[config.mk]
export PLATFORM = sky130hd
export DESIGN_NAME = snitch_shared_acc_arbiter
export DESIGN_NICKNAME = d
export VERILOG_FILES = /design/src/rtl/snitch_shared_acc_arbiter_pkg.sv /design/src/rtl/snitch_shared_acc_arbiter_fifo.sv /design/src/rtl/snitch_shared_acc_arbiter.sv
export SDC_FILE = /design/constraint.sdc
export NUM_CORES = 1
export LEC_CHECK = 0
export CAP_MARGIN = 20
export CORE_AREA = 2 2 399 401
export DETAILED_ROUTE_END_ITERATION = 10
export DIE_AREA = 0 0 401 403
export GPL_TIMING_DRIVEN = 0
export MAX_ROUTING_LAYER = met4
export SLEW_MARGIN = 25
export SYNTH_ARGS = -nofsm -noshare
export SYNTH_HDL_FRONTEND = slang
export SYNTH_SLANG_ARGS = --single-unit
export TNS_END_PERCENT = 30
[constraint.sdc]
create_clock -name clk_i -period 6.8 [get_ports clk_i]
set_input_delay 1.02 -clock clk_i [delete_from_list [all_inputs] [get_ports clk_i]]
set_output_delay 1.02 -clock clk_i [all_outputs]
set_load 0.01 [all_outputs]
[src/rtl/snitch_shared_acc_arbiter_pkg.sv]
// Shared types for the tile-level accelerator sharing logic.
// Provides the accelerator request/response payload layouts, the default
// number of requests that may be in flight at the shared MUL/DIV unit, and
// a helper that sizes core-index fields.
package snitch_shared_acc_arbiter_pkg;

  localparam int unsigned NrSharedAccOutstanding = 4;

  typedef struct packed {
    logic [31:0] addr;
    logic [4:0]  id;
    logic [31:0] data_op;
    logic [31:0] data_arga;
    logic [31:0] data_argb;
    logic [31:0] data_argc;
  } acc_req_t;

  typedef struct packed {
    logic [4:0]  id;
    logic        error;
    logic [31:0] data;
  } acc_resp_t;

  localparam int unsigned AccReqWidth  = $bits(acc_req_t);
  localparam int unsigned AccRespWidth = $bits(acc_resp_t);

  // Width needed to index num items; never narrower than one bit.
  function automatic int unsigned idx_width(input int unsigned num);
    return (num > 32'd1) ? unsigned'($clog2(num)) : 32'd1;
  endfunction

endpackage

[src/rtl/snitch_shared_acc_arbiter_fifo.sv]
// In-order routing queue holding the index of the core that owns each
// request currently in flight at the shared accelerator.
// Ports:
//   clk_i, rst_i   clock, synchronous active-high reset
//   push_i/data_i  enqueue a core index (ignored when full)
//   pop_i          dequeue the head (ignored when empty)
//   data_o         head entry, valid while !empty_o
//   full_o/empty_o occupancy flags, derived purely from the count register
module snitch_shared_acc_arbiter_fifo #(
  parameter int unsigned Depth     = 4,
  parameter int unsigned DataWidth = 2
) (
  input  logic                 clk_i,
  input  logic                 rst_i,
  input  logic                 push_i,
  input  logic [DataWidth-1:0] data_i,
  input  logic                 pop_i,
  output logic [DataWidth-1:0] data_o,
  output logic                 full_o,
  output logic                 empty_o
);

  localparam int unsigned PtrWidth = (Depth > 1) ? $clog2(Depth) : 1;
  localparam int unsigned CntWidth = $clog2(Depth + 1);

  typedef logic [PtrWidth-1:0] ptr_t;

  logic [DataWidth-1:0] r_mem [Depth];
  ptr_t                 r_wr_ptr;
  ptr_t                 r_rd_ptr;
  logic [CntWidth-1:0]  r_count;
  logic                 w_push;
  logic                 w_pop;

  // Pointers wrap explicitly so Depth need not be a power of two.
  function automatic ptr_t wrap_inc(input ptr_t p);
    return (p == ptr_t'(Depth - 1)) ? '0 : p + 1'b1;
  endfunction

  assign full_o  = (r_count == CntWidth'(Depth));
  assign empty_o = (r_count == '0);
  assign w_push  = push_i & ~full_o;
  assign w_pop   = pop_i & ~empty_o;
  assign data_o  = r_mem[r_rd_ptr];

  always_ff @(posedge clk_i) begin
    if (rst_i) begin
      r_wr_ptr <= '0;
      r_rd_ptr <= '0;
      r_count  <= '0;
    end else begin
      if (w_push) r_wr_ptr <= wrap_inc(r_wr_ptr);
      if (w_pop)  r_rd_ptr <= wrap_inc(r_rd_ptr);
      if (w_push && !w_pop) begin
        r_count <= r_count + 1'b1;
      end else if (w_pop && !w_push) begin
        r_count <= r_count - 1'b1;
      end
    end
  end

  always_ff @(posedge clk_i) begin
    if (w_push) r_mem[r_wr_ptr] <= data_i;
  end

endmodule

[src/rtl/snitch_shared_acc_arbiter.sv]
// Shares one offloaded MUL/DIV accelerator between NrCores cores.
// Requests are granted round-robin onto the single accelerator port; the
// granted core index is queued so in-order responses route back to it.
// Ports:
//   clk_i, rst_i                               clock, synchronous active-high reset
//   core_qvalid_i/core_qready_o/core_req_i     per-core request streams
//   core_pvalid_o/core_pready_i/core_resp_o    per-core response streams
//   acc_qvalid_o/acc_qready_i/acc_req_o        request port to the accelerator
//   acc_pvalid_i/acc_pready_o/acc_resp_i       response port from the accelerator
//   busy_o                                     at least one request in flight
module snitch_shared_acc_arbiter
  import snitch_shared_acc_arbiter_pkg::*;
#(
  parameter int unsigned NrCores        = 4,
  parameter int unsigned MaxOutstanding = NrSharedAccOutstanding,
  parameter int unsigned CoreIdxWidth   = idx_width(NrCores)
) (
  input  logic                            clk_i,
  input  logic                            rst_i,
  input  logic [NrCores-1:0]              core_qvalid_i,
  output logic [NrCores-1:0]              core_qready_o,
  input  logic [NrCores*AccReqWidth-1:0]  core_req_i,
  output logic [NrCores-1:0]              core_pvalid_o,
  input  logic [NrCores-1:0]              core_pready_i,
  output logic [NrCores*AccRespWidth-1:0] core_resp_o,
  output logic                            acc_qvalid_o,
  input  logic                            acc_qready_i,
  output logic [AccReqWidth-1:0]          acc_req_o,
  input  logic                            acc_pvalid_i,
  output logic                            acc_pready_o,
  input  logic [AccRespWidth-1:0]         acc_resp_i,
  output logic                            busy_o
);

  typedef logic [CoreIdxWidth-1:0] core_idx_t;

  core_idx_t r_rr;
  core_idx_t r_lock_idx;
  logic      r_locked;

  core_idx_t w_rr_idx;
  core_idx_t w_grant;
  core_idx_t w_head;
  logic      w_rr_found;
  logic      w_full;
  logic      w_empty;
  logic      w_offer;
  logic      w_q_hs;
  logic      w_p_valid;
  logic      w_p_hs;
  logic      w_head_pready;
  acc_req_t  w_req;
  acc_resp_t w_resp;

  // Round-robin: lowest valid index at or above r_rr, else lowest valid overall.
  always_comb begin
    w_rr_found = 1'b0;
    w_rr_idx   = '0;
    for (int unsigned i = 0; i < NrCores; i++) begin
      if (!w_rr_found && core_qvalid_i[i] && (core_idx_t'(i) >= r_rr)) begin
        w_rr_found = 1'b1;
        w_rr_idx   = core_idx_t'(i);
      end
    end
    for (int unsigned i = 0; i < NrCores; i++) begin
      if (!w_rr_found && core_qvalid_i[i]) begin
        w_rr_found = 1'b1;
        w_rr_idx   = core_idx_t'(i);
      end
    end
  end

  // A stalled offer keeps its grant so acc_req_o cannot change under the accelerator.
  assign w_grant   = r_locked ? r_lock_idx : w_rr_idx;
  assign w_offer   = ~w_full & (r_locked | w_rr_found);
  assign w_q_hs    = w_offer & acc_qready_i;
  assign w_p_valid = acc_pvalid_i & ~w_empty;
  assign w_p_hs    = w_p_valid & acc_pready_o;

  always_comb begin
    w_req         = '0;
    core_qready_o = '0;
    core_pvalid_o = '0;
    w_head_pready = 1'b0;
    for (int unsigned i = 0; i < NrCores; i++) begin
      if (core_idx_t'(i) == w_grant) begin
        w_req            = acc_req_t'(core_req_i[i*AccReqWidth +: AccReqWidth]);
        core_qready_o[i] = w_q_hs;
      end
      if (core_idx_t'(i) == w_head) begin
        w_head_pready    = core_pready_i[i];
        core_pvalid_o[i] = w_p_valid;
      end
    end
  end

  assign w_resp       = w_p_valid ? acc_resp_t'(acc_resp_i) : '0;
  assign acc_qvalid_o = w_offer;
  assign acc_req_o    = w_offer ? w_req : '0;
  assign acc_pready_o = w_head_pready & ~w_empty;
  assign core_resp_o  = {NrCores{w_resp}};
  assign busy_o       = ~w_empty;

  always_ff @(posedge clk_i) begin
    if (rst_i) begin
      r_rr       <= '0;
      r_locked   <= 1'b0;
      r_lock_idx <= '0;
    end else if (w_q_hs) begin
      r_rr     <= (w_grant == core_idx_t'(NrCores - 1)) ? '0 : w_grant + 1'b1;
      r_locked <= 1'b0;
    end else if (w_offer) begin
      r_locked   <= 1'b1;
      r_lock_idx <= w_grant;
    end
  end

  // Full flag comes from the count register, so a same-cycle pop never frees a slot.
  snitch_shared_acc_arbiter_fifo #(
    .Depth     (MaxOutstanding),
    .DataWidth (CoreIdxWidth)
  ) i_route_fifo (
    .clk_i   (clk_i),
    .rst_i   (rst_i),
    .push_i  (w_q_hs),
    .data_i  (w_grant),
    .pop_i   (w_p_hs),
    .data_o  (w_head),
    .full_o  (w_full),
    .empty_o (w_empty)
  );

  // Protocol checks: a locked requester must keep qvalid; responses need an owner.
  always_ff @(posedge clk_i) begin
    if (!rst_i) begin
      assert (!(r_locked && !core_qvalid_i[r_lock_idx]));
      assert (!(acc_pvalid_i && w_empty));
    end
  end

endmodule

After elaboration in Yosys (flattened, before gate mapping)
Memory sizes are Yosys's and may differ from the RTL's. A register that Yosys moved wholly into a read port is not among the register bits.
Index checks and enable logic that the tools add are counted.
W data, S select, Z words.
{"block": "op_classes", "eq_ne": 10, "n_addsub": 5, "reduce_logical": 28, "bitwise": 11, "mux": 43, "n_lt_le_gt_ge": 4}
{"operator": "$mux W165", "n": 5}
{"operator": "$mux W38", "n": 1}
{"operator": "$mux W2", "n": 12}
{"operator": "$mux W1", "n": 23}
{"operator": "$logic_and A1 B1 Y1", "n": 13}
{"operator": "$logic_not A1 Y1", "n": 9}
{"operator": "$eq A2 B2 Y1 const A", "n": 4}
{"operator": "$and A1 B1 Y1", "n": 7}
{"operator": "$add A2 B1 Y2 const B", "n": 3}
{"operator": "$eq A2 B2 Y1 const B", "n": 3}
{"operator": "$mux W3", "n": 2}
{"operator": "$eq A1 B2 Y1 const A", "n": 2}
{"operator": "$ge A1 B2 Y1 const A", "n": 2}
{"operator": "$ge A2 B2 Y1 const A", "n": 2}
{"operator": "$logic_not A2 Y1", "n": 2}
{"operator": "$add A3 B1 Y3 const B", "n": 1}
{"operator": "$eq A3 B3 Y1 const B", "n": 1}
{"operator": "$logic_not A3 Y1", "n": 1}
{"operator": "$not A1 Y1", "n": 3}
{"operator": "$sub A3 B1 Y3 const B", "n": 1}
{"operator": "$reduce_and A2 Y1", "n": 1}
{"operator": "$reduce_bool A2 Y1", "n": 1}
{"operator": "$reduce_or A2 Y1", "n": 1}
{"operator": "$or A1 B1 Y1", "n": 1}
{"block": "word_totals", "register_bits": 12, "ram_bits": 8, "n_memories": 1, "in_bits": 710}
{"memory": "i_route_fifo.r_mem", "depth": 4, "word_bits": 2, "rd": 1, "rd_ports_with_merged_regs": 1, "wr": 1, "line_no": "snitch_shared_acc_arbiter_fifo.sv:28", "rtl": "logic [DataWidth-1:0] r_mem [Depth];"}

Logic depth before layout (Yosys ltp)
Gate-level depths: netlist of run 1.
{"block": "depth", "depth_word": 35, "depth_mapped": 12, "ltp_nobuf": 10}

By module
Synthesis of run 1 repeated with hierarchy kept, for this count alone.
{"block": "unflattened", "cells_unflattened": 1058, "area_unflattened_um2": 6790.3}
{"mod": "snitch_shared_acc_arbiter", "area_each_um2": 6002.0, "cells_each": 998, "instances": 1}
{"mod": "snitch_shared_acc_arbiter_fifo", "area_each_um2": 788.3, "cells_each": 60, "instances": 1}

Least setup slack after synthesis of run 1
OpenSTA, ideal clock, no wires.
{"block": "synth_timing", "kind": "input to output", "startpoint": "input port core_qvalid_i[1]", "endpoint": "output port acc_req_o[10]", "path_slack_ns": 2.705, "arrival_ns": 3.075, "t_required_ns": 5.780, "path_stages": 12, "n_path_buf": 4, "cell_sequence": "a21boi_0 > o22ai_1 > o31a_1 > inv_1 > ha_1 > buf_2 > buf_4 > buf_2 > buf_2 > a221oi_1 > a211o_1 > a21oi_1"}
{"block": "synth_between", "elab_chain_cells": 30, "word_cells_on_any_way": 42, "classes_between": "eq/ne (3); mux (20); bitwise (2); reduce/logical (17)"}
{"element": "start: declaration", "line_no": "snitch_shared_acc_arbiter.sv:20", "rtl": "input logic [NrCores-1:0] core_qvalid_i,"}
{"element": "$logic_and A1 B1 Y1 (2 in series)", "line_no": "snitch_shared_acc_arbiter.sv:60", "rtl": "if (!w_rr_found && core_qvalid_i[i] && (core_idx_t'(i) >= r_rr)) begin"}
{"element": "$mux W1", "line_no": "snitch_shared_acc_arbiter.sv:60"}
{"element": "$logic_not A1 Y1", "line_no": "snitch_shared_acc_arbiter.sv:60"}
{"element": "$logic_and A1 B1 Y1 (2 in series)", "line_no": "snitch_shared_acc_arbiter.sv:60"}
{"element": "$mux W1", "line_no": "snitch_shared_acc_arbiter.sv:60"}
{"element": "$logic_not A1 Y1", "line_no": "snitch_shared_acc_arbiter.sv:60"}
{"element": "$logic_and A1 B1 Y1 (2 in series)", "line_no": "snitch_shared_acc_arbiter.sv:60"}
{"element": "$mux W1", "line_no": "snitch_shared_acc_arbiter.sv:60"}
{"element": "[... 10 more ...]"}
{"element": "$logic_and A1 B1 Y1", "line_no": "snitch_shared_acc_arbiter.sv:66", "rtl": "if (!w_rr_found && core_qvalid_i[i]) begin"}
{"element": "$mux W2 (*)", "line_no": "snitch_shared_acc_arbiter.sv:66"}
{"element": "$mux W2 (*)", "line_no": "snitch_shared_acc_arbiter.sv:74", "rtl": "assign w_grant = r_locked ? r_lock_idx : w_rr_idx;"}
{"element": "via i_route_fifo.data_i[0]", "line_no": "snitch_shared_acc_arbiter_fifo.sv:16", "rtl": "input logic [DataWidth-1:0] data_i,"}
{"element": "$logic_not A2 Y1", "line_no": "snitch_shared_acc_arbiter.sv:86", "rtl": "if (core_idx_t'(i) == w_grant) begin"}
{"element": "$mux W165 (3 in series)", "line_no": "snitch_shared_acc_arbiter.sv:86"}
{"element": "$mux W165 (*)", "line_no": "snitch_shared_acc_arbiter.sv:86"}
{"element": "$mux W165 (*)", "line_no": "snitch_shared_acc_arbiter.sv:99", "rtl": "assign acc_req_o = w_offer ? w_req : '0;"}
{"element": "end: declaration", "line_no": "snitch_shared_acc_arbiter.sv:28", "rtl": "output logic [AccReqWidth-1:0] acc_req_o,"}
The timed path passes the listed nets; every way through them passes the cells marked *.

Worst setup path after layout of run 1
{"block": "layout_timing", "startpoint": "input port core_qvalid_i[1]", "endpoint": "output port acc_req_o[135]"}
The elaborated chain is that of the path after synthesis.

==> impl_metrics.toml, run 1 <==
[critical_path]
r2r-end = "i_route_fifo.r_count[2]$_SDFFE_PP0P_"
start_kind = "input port"
ff2ff_path_depth = 10
crit_top_cell = "buf_4"
crit_required_ns = 5.78
worst-path-buf-inv = 8
critical_path_class = "in2out"
crit_arrival_ns = 5.59
r2r_slack_ns = 4.03
critPathMaxStageDelay_ns = 0.64
path_delay_family = "buffers and inverters"
crit_slowest_cell = "clkdlybuf4s50_1"
crit_chain = "clkdlybuf4s50_1 -> a21boi_0 -> o22ai_1 -> o31a_1 -> inv_1 -> ha_1 -> clkbuf_4 -> buf_4 -> buf_4 -> buf_2 -> a221oi_1 -> buf_4 -> a211o_1 -> a21oi_1 -> clkdlybuf4s50_1"
critPathMaxFanout = 10
cp-end-kind = "output port"

[placement]
place_hpwl_mm = 142.1
dp_cells = 4546
globalplace.congestion = 1.046
io_buffer_count = 1037

[layout]
nFillCells = 18230
final_common_cell = "clkdlybuf4s50_1"
final_layout_size_suffix_gt1_share_pct = 9.322
fin_util_pct = 14.40
stdcell_count = 4614
final_cell_mix = "clkdlybuf4s50_1, inv_1, nand2_1"
nets = 3200
syn2layout_area_growth_pct = 154.4

[clock_tree]
cts.sinks = 22
cts-root-buf = "clkbuf_16"
cts_max_level = 1
post_cts_buffers = 0
cts_max_path_buffers = 2
path_clk_slew_ns = 0.06
clk_latency_ns = 0.25
cts_tree = "built"
cts_made_buffers = 3
hold_buffers = 0

[drt]
wl_per_cell_um = 33.73
ant_nets = 0
routed_wl_mm = 155.6
drt_iter0_drc = 1416
drcViolationCount = 0
num_vias = 16200
routed_via_density = 3.511
drt_first_pass_iters = 5

[synth]
synth_compound_area_share_pct = 43.20
synth_fa_ha_area_share_pct = 1.629
synth.net_count = 2132
yosys.area_share.xor_xnor_pct = 0.1965
synthSimpleGateAreaFrac_pct = 23.53
syn_area_um2 = 8912
synth-warning-count = 0
synth_top_family_by_area = "compound AO/OA/AOI/OAI gates"
syn_inst = 1411
synth_seq_area_share_pct = 5.840
muxShareOfSynthArea_pct = 1.769
syn_avg_cell_area_um2 = 6.316
synth_cell_types = 39
synth-seq-cells = 22

[global_route]
grt_antenna_before_repair = 148
grt_max_degree = 13
gr-usage-all-layers_pct = 18.81
first_global_vias = 15900
grt-ovfl-total = 0
grt_pass1_wl_mm = 189.3

[power]
p_sw_share_pct = 57.38
power.density_nw_per_um2 = 345.1
power.leakage_nw = 8.675
power.internal_w = 0.003336
p_seq_share_pct = 2.5
p_comb_share_pct = 95.8
total_power_w = 0.007826
p_sw_w = 0.004490
clock_power_share_pct = 1.7
peakVddDrop_mv = 0.1377

[worst_hold_path]
whs_path_depth = 2
holdPathEnd = "r_lock_idx[1]$_SDFFE_PP0P_"
hp-start = "r_lock_idx[1]$_SDFFE_PP0P_"
hold_path_class = "reg2reg"

[sta]
fin_crit_sh_pct = 97.28
tns_ns = 0
slew_viol_final = 0
relSlewSlack_pct = 29.33
hold_viol_final = 0
clock_skew_ns = 0.003363
setup_viol = 0
rsz0062_at_grt = "yes"
fmax_mhz = 151.2
tightestPinTransition_ns = 1.060
holdWs_ns = 0.5010
min_period_ns = 6.615

[floorplanning]
die_height_um = 403
rows = 146
num_io_pins = 1038
start_util_pct = 5.660
fp.dieArea_um2 = 161600
coreArea_um2 = 157500
chipWidth_um = 401

[run_status]
status = "completed"

[job]
max-cap-violations = 0
[worst max-delay path by stage]
stage                           startpoint             end  cells past startpoint
after floorplan           core_qvalid_i[1]   acc_req_o[10]                     12
after global placement    core_qvalid_i[1]  acc_req_o[125]                     14
after detailed placement  core_qvalid_i[1]  acc_req_o[117]                     14
after CTS                 core_qvalid_i[1]   acc_req_o[93]                     13
after global routing      core_qvalid_i[1]  acc_req_o[135]                     15
final                     core_qvalid_i[1]  acc_req_o[135]                     15
[repair_timing]
item                                    4_1_cts  5_1_grt
endpoints found under the setup margin       49       52
hold endpoints to repair                      0        0
pin swaps                                     0        0
gates resized for setup                      19       36
[cell type report]
| type | instances | area (um2) | area share (%) |
|---|---|---|---|
| repair buffers | 1063 | 10660 | 47.00 |
| multi-input cells | 946 | 6471 | 28.54 |
| well taps | 2072 | 2592 | 11.43 |
| plain buffers | 267 | 1525 | 6.726 |
| inverters | 176 | 660.6 | 2.913 |
| flip-flops and latches | 22 | 520.5 | 2.295 |
| diodes | 64 | 160.2 | 0.7062 |
| clock buffers | 4 | 88.84 | 0.3917 |
[power by group through the flow]
stage | logic, W | clock network [W] | registers (W)
finish | 0.00750 | 0.000134 | 0.000195
global route | 0.00794 | 0.000141 | 0.000199
CTS | 0.00759 | 0.000137 | 0.000195
detailed placement | 0.00752 | 0 | 0.000197
global placement | 0.00739 | 0 | 0.000196
floorplan | 0.00269 | 0 | 0.000191
[state kept, by name (all words and copies together), names as in the netlist, named ones only]
register	flops
i_route_fifo.r_count	3
i_route_fifo.r_rd_ptr	2
i_route_fifo.r_wr_ptr	2
r_locked	1
i_route_fifo.r_mem	8
r_lock_idx	2
r_rr	2
[logic make-up (layout without fill, tap and decap cells)]
family | after synthesis | count (layout)
buf+inv | 443 | 1510
other cells | 0 | 64
mux | 12 | 12
flops | 22 | 22
fa+ha+maj | 11 | 11
compound gates | 513 | 513
simple gates | 408 | 408
xor+xnor | 2 | 2
[worst min-delay path, cell delays in order, from the launching register on]
cell      delay (ns)
dfxtp_1         0.31
nor2_1          0.10
a311oi_1        0.05
[metal layers]
layer	wire length (um)	GRT usage, %	vias to the layer above
met5	0	-	-
met4	5097	4.383	0
met3	18150	8.446	200
met2	73360	31.18	1005
met1	59020	20.52	7889
li1	-	-	7105
[cell usage after synthesis, drive strengths merged]
| master | count | area share [%] |
|---|---|---|
| a211o | 166 | 16 |
| a211oi | 2 | 0.17 |
| a21boi | 1 | 0.084 |
| a21o | 1 | 0.084 |
| a21oi | 169 | 9.5 |
| a221oi | 165 | 16 |
| a22o | 1 | 0.098 |
| a311oi | 1 | 0.098 |
| and2 | 40 | 2.8 |
| and3 | 8 | 0.56 |
| buf | 149 | 11 |
| clkbuf | 118 | 5.0 |
| dfxtp | 14 | 3.1 |
| edfxtp | 8 | 2.7 |
| fa | 1 | 0.22 |
| ha | 10 | 1.4 |
| inv | 176 | 7.4 |
| mux2 | 1 | 0.17 |
| mux2i | 9 | 1.1 |
| mux4 | 2 | 0.55 |
| nand2 | 169 | 7.1 |
| nand2b | 3 | 0.29 |
| nor2 | 16 | 0.67 |
| nor2b | 166 | 12 |
| nor3 | 2 | 0.11 |
| nor3b | 2 | 0.17 |
| o21a | 1 | 0.084 |
| o21ai | 1 | 0.056 |
| o221ai | 1 | 0.098 |
| o22ai | 2 | 0.21 |
| o31a | 2 | 0.20 |
| or3 | 2 | 0.14 |
| xor2 | 2 | 0.20 |
[stage by stage]
stage | instance area [um2] | setup slack, ns
finish | 22680 | 0.1851
global route | 22650 | -0.05871
CTS | 22410 | 0.001986
detailed placement | 22280 | -0.4412
global placement | 21880 | -1.392
floorplan | 8912 | 2.705
No activity file was read; power rests on OpenSTA's default activity.
==> inputs of run 2 (changes only) <==
- ABC_CLOCK_PERIOD_IN_PS: not set -> 6800
- CAP_MARGIN: 20 -> 0
- DONT_BUFFER_PORTS: not set -> 1
==> run 2 against run 1 <==
Effect of this change:
- design area decreased by 45%
- worst setup slack improved by 0.50 ns
- critical path type unchanged
- clock power decreased by 7%
- combinational power decreased by 24%
- largest cell class is now multi-input gates
- worst hold slack improved by 0.0019 ns
- non-clock buffer count decreased by 1035
- sequential share of layout area increased by 1.9 points
- register-to-register slack about the same
- utilization decreased by 6.5 points
- power decreased by 23%
- first-iteration DRC count decreased by 3.4%
- global-route usage decreased by 0.76 points
==> impl_metrics.toml, run 2 (synthesis gave the netlist of run 1 again) <==
[layout]
nets = 2165
final_cell_mix = "inv_1, nand2_1, a211o_1, nor2b_1, a21oi_1"
final_area_um2 = 12370
register_area_um2 = 520.5
syn2layout_area_growth_pct = 38.79
largest_register = "i_route_fifo.r_mem"
largestRegisters = "i_route_fifo.r_mem (8), i_route_fifo.r_count (3)"
final_common_cell = "inv_1"
nFillCells = 18680
largest_reg_flops = 8
multi_input_area_um2 = 6500
fin_util_pct = 7.855
final_layout_size_suffix_gt1_share_pct = 16.22

[floorplanning]
chipWidth_um = 401
fp.dieArea_um2 = 161600
rows = 146
num_io_pins = 1038
start_util_pct = 5.660
die_height_um = 403
coreArea_um2 = 157500

[clock_tree]
clk_latency_ns = 0.25
cts_max_path_buffers = 2
path_clk_slew_ns = 0.06
hold_buffers = 0
cts-root-buf = "clkbuf_16"
ctsResizeCount = 0
cts_made_buffers = 3
cts_tree = "built"
post_cts_buffers = 0
cts_max_level = 1
cts.sinks = 22

[global_route]
grt_pass1_wl_mm = 174.7
gr-usage-all-layers_pct = 18.05
first_global_vias = 11400
grt-ovfl-total = 0
grt_max_degree = 13
grt_antenna_before_repair = 168

[placement]
globalplace.congestion = 1.004
placed_cell_area_um2 = 12010
place_hpwl_mm = 139.4
dp_slack_ns = 0.2234
io_buffer_count = 0

[critical_path]
crit_slowest_cell = "a21oi_1"
crit_required_ns = 5.78
crit_chain = "a21oi_1 -> o21a_1 -> o221ai_1 -> nand2_1 -> ha_1 -> buf_2 -> clkbuf_2 -> clkbuf_2 -> a221oi_1 -> buf_2 -> a211o_1 -> a21oi_1"
critPathMaxStageDelay_ns = 0.75
start_kind = "input port"
cp-end-kind = "output port"
worst-path-buf-inv = 4
crit_arrival_ns = 5.09
crit_start = "core_qvalid_i[0]"
critPathMaxFanout = 10
critical_path_class = "in2out"
path_delay_family = "buffers and inverters"

[job]
max-cap-violations = 0

[run_status]
status = "completed"

[sta]
tns_ns = 0
setup_viol = 0
relSlewSlack_pct = 20.13
min_period_ns = 6.111
clock_skew_ns = 0.001915
hold_viol_final = 0
slew_viol_final = 0
rsz0062_at_grt = "no"
tightestPinTransition_ns = 1.202
fin_ws_ns = 0.6887
fin_crit_sh_pct = 89.87
fmax_mhz = 163.6

[drt]
wl_per_cell_um = 41.69
routed_wl_mm = 150.7
drcViolationCount = 0
num_vias = 12780
routed_via_density = 3.534
drt_iter0_drc = 1368
ant_nets = 0
drt_first_pass_iters = 6

[worst_hold_path]
hp-start = "r_lock_idx[1]$_SDFFE_PP0P_"
hold_path_class = "reg2reg"

[power]
power.leakage_nw = 4.516
total_power_w = 0.006022
power.density_nw_per_um2 = 486.9
peakVddDrop_mv = 0.1133
run 2: cell count changes in the layout (fill, tap and decap cells not counted), sizes merged:
cell,previous run,this run
dlygate4sd2,2,0
diode,64,100
buf,173,176
clkbuf,123,122
clkdlybuf4s50,1022,0
clkinv,0,1
clkdlybuf4s15,1,0
dlymetal6s2s,13,0
run 2: report_power, final:
group	switching, W	internal [W]	total, W	leakage (nW)
registers	0.0000260	0.000169	0.000195	0.190
clock network	0.0000456	0.0000784	0.000124	0.0392
logic	0.00428	0.00143	0.00570	4.29
run 2: worst register-to-register path: cells and delay by family, from the launching register on:
family	cells	cell delay, ns
mux	2	0.85
fa+ha+maj	2	0.55
flops	1	0.37
compound gates	2	0.31
simple gates	1	0.30
xor+xnor	1	0.18
buf+inv	2	0.14
run 2: worst paths after layout:
check | end | slack [ns] | cells past startpoint
worst max register to register | i_route_fifo.r_count[2]$_SDFFE_PP0P_ | 4.03 | 10
worst min register to register | r_lock_idx[1]$_SDFFE_PP0P_ | 0.50 | 2
worst max-delay path | acc_req_o[126] | 0.69 | 12
worst min-delay path | r_lock_idx[1]$_SDFFE_PP0P_ | 0.50 | 2
run 2: per-stage QoR:
stage / hold slack (ns) / cells
finish: 0.5030 / 3615
global route: 0.5246 / 3600
CTS: 0.5039 / 3514
detailed placement: 0.4968 / 3510
global placement: 0.4907 / 3483
floorplan: 0.4671 / 1411
run 2: cell type report:
type | instances | share of cell area (%)
antenna | 100 | 2.023
tap | 2072 | 20.96
clock inverter | 1 | 0.03035
inverter | 176 | 5.341
clock buffer | 3 | 0.6069
timing repair buffer | 28 | 2.296
sequential | 22 | 4.208
buffer | 267 | 11.99
multi-input combinational | 946 | 52.55
run 2: metal layers:
layer  up-vias  routed length [um]  global-route usage [%]
li1       5071                   -                       -
met1      6402               54920                   18.96
met2      1096               70400                   29.25
met3       208               20600                   9.992
met4         0                4806                   4.568
met5         -                   0                       -
==> inputs of run 3 (changes only) <==
- PLACE_DENSITY: not set -> 0.3
==> run 3 against run 2 <==
Effect of this change:
- clock skew grew 0.00077 ns
- critical endpoint is now acc_req_o[123]
- design area shrank 1.8%
- critical path type unchanged
- die area is the same
- via count shrank 4.6%
- register-to-register slack lost 0.04 ns
- largest cell class unchanged
==> impl_metrics.toml, run 3 (synthesis gave the netlist of run 1 again) <==
[run_status]
status = "completed"

[sta]
min_period_ns = 6.102
slew_viol_final = 0
fmax_mhz = 163.9
fin_ws_ns = 0.6984
tightestPinTransition_ns = 1.313
hold_viol_final = 0
fin_crit_sh_pct = 89.73
relSlewSlack_pct = 12.43
setup_viol = 0
rsz0062_at_grt = "no"
clock_skew_ns = 0.002690

[layout]
final_layout_size_suffix_gt1_share_pct = 13.35
largest_register = "i_route_fifo.r_mem"
stdcell_count = 3586
nets = 2160
syn2layout_area_growth_pct = 36.23
largest_reg_flops = 8
final_cell_mix = "inv_1, nand2_1, a21oi_1, a211o_1, nor2b_1"
final_common_cell = "inv_1"
largestRegisters = "i_route_fifo.r_mem (8), i_route_fifo.r_count (3)"

[clock_tree]
cts.sinks = 22
cts_max_path_buffers = 2
hold_buffers = 0
cts_tree = "built"
path_clk_slew_ns = 0.06
ctsResizeCount = 0
cts-root-buf = "clkbuf_16"
cts_made_buffers = 3
clk_latency_ns = 0.25
cts_max_level = 1
post_cts_buffers = 0

[drt]
wl_per_cell_um = 36.36
ant_nets = 0
drt_first_pass_iters = 5
routed_wl_mm = 130.4
drcViolationCount = 0
num_vias = 12190
drt_iter0_drc = 1042
routed_via_density = 3.400

[floorplanning]
start_util_pct = 5.660
chipWidth_um = 401
coreArea_um2 = 157500
rows = 146
die_height_um = 403
fp.dieArea_um2 = 161600
num_io_pins = 1038

[global_route]
gr-usage-all-layers_pct = 15.64
first_global_vias = 11350
grt-ovfl-total = 0
grt_max_degree = 13
grt_pass1_wl_mm = 154.7
grt_antenna_before_repair = 156

[power]
clock_power_share_pct = 2.5
p_sw_w = 0.003434
peakVddDrop_mv = 0.09468
power.density_nw_per_um2 = 417.1
p_comb_share_pct = 93.6
p_sw_share_pct = 67.80
p_seq_share_pct = 3.9
power.leakage_nw = 4.471
power.internal_w = 0.001631

[critical_path]
crit_required_ns = 5.78
crit_arrival_ns = 5.08
cp-end-kind = "output port"
critPathMaxFanout = 10
start_kind = "input port"
critical_path_class = "in2out"

[placement]
globalplace.congestion = 0.9423
place_hpwl_mm = 119.4
dp_cells = 3506
io_buffer_count = 0
dp_slack_ns = 0.4988

[job]
max-cap-violations = 0

[worst_hold_path]
hold_path_class = "reg2reg"
## run 3: cell count changes in the layout (fill, tap and decap cells not counted), moves of 3 or more
| cell | previous run | this run |
|---|---|---|
| diode_2 | 100 | 76 |
| a221oi_1 | 138 | 160 |
| a221oi_2 | 27 | 5 |
| a21oi_1 | 152 | 168 |
| a21oi_2 | 17 | 1 |
| buf_4 | 131 | 122 |
| buf_16 | 3 | 6 |
## run 3: power by group through the flow
stage	clock network [W]	logic [W]	registers, W
2_1_floorplan	0	0.00269	0.000191
3_3_place_gp	0	0.00474	0.000199
3_5_place_dp	0	0.00485	0.000199
4_1_cts	0.000132	0.00486	0.000196
5_1_grt	0.000138	0.00511	0.000201
6_report	0.000128	0.00474	0.000196
## run 3: area by class of cell
cell class / instances / area (um2)
Fill cell: 18720 / 145300
Tap cell: 2072 / 2592
Sequential cell: 22 / 520.5
Clock buffer: 4 / 78.83
Multi-Input combinational cell: 946 / 6302
Buffer: 267 / 1484
Inverter: 176 / 660.6
Timing Repair Buffer: 23 / 312.8
Antenna cell: 76 / 190.2
## run 3: routing by layer
metal,GRT usage (%),vias up,routed length [um]
met2,25.87,951,61010
met1,18.23,5946,52490
met3,5.500,258,12850
met5,-,-,0
met4,3.118,0,4035
li1,-,5036,-
## run 3: path summary, 6_finish.rpt
| path | start | end | slack (ns) | cells after the start |
|---|---|---|---|---|
| setup reg to reg | flop | i_route_fifo.r_count[2]$_SDFFE_PP0P_ | 3.99 | 10 |
| hold reg to reg | i_route_fifo.r_rd_ptr[1]$_SDFFE_PP0P_ | flop | 0.51 | 2 |
| setup / recovery | core_qvalid_i[1] | acc_req_o[123] | 0.70 | 12 |
| hold / removal | i_route_fifo.r_rd_ptr[1]$_SDFFE_PP0P_ | flop | 0.51 | 2 |
## run 3: per-stage QoR
stage	power [W]	utilization (%)	area, um2	TNS (ns)	hold WS, ns
2_1_floorplan	0.002883	-	8912	0	0.4671
3_3_place_gp	0.004935	7.306	11500	-2.555	0.4823
3_5_place_dp	0.005044	7.540	11870	0	0.4967
4_1_cts	0.005185	7.590	11950	0	0.5129
5_1_grt	0.005444	7.679	12090	0	0.5306
6_report	0.005065	7.711	12140	0	0.5053
## run 3: worst max-delay path, cell delays in order
cell and delay [ns]:
a21boi_0 0.16, o22ai_1 0.11, o31a_1 0.33, inv_1 0.22, ha_1 0.18, buf_2 0.37, buf_4 0.33, buf_2 0.67
buf_2 0.36, a221oi_1 0.22, a211o_1 0.34, a21oi_1 0.70
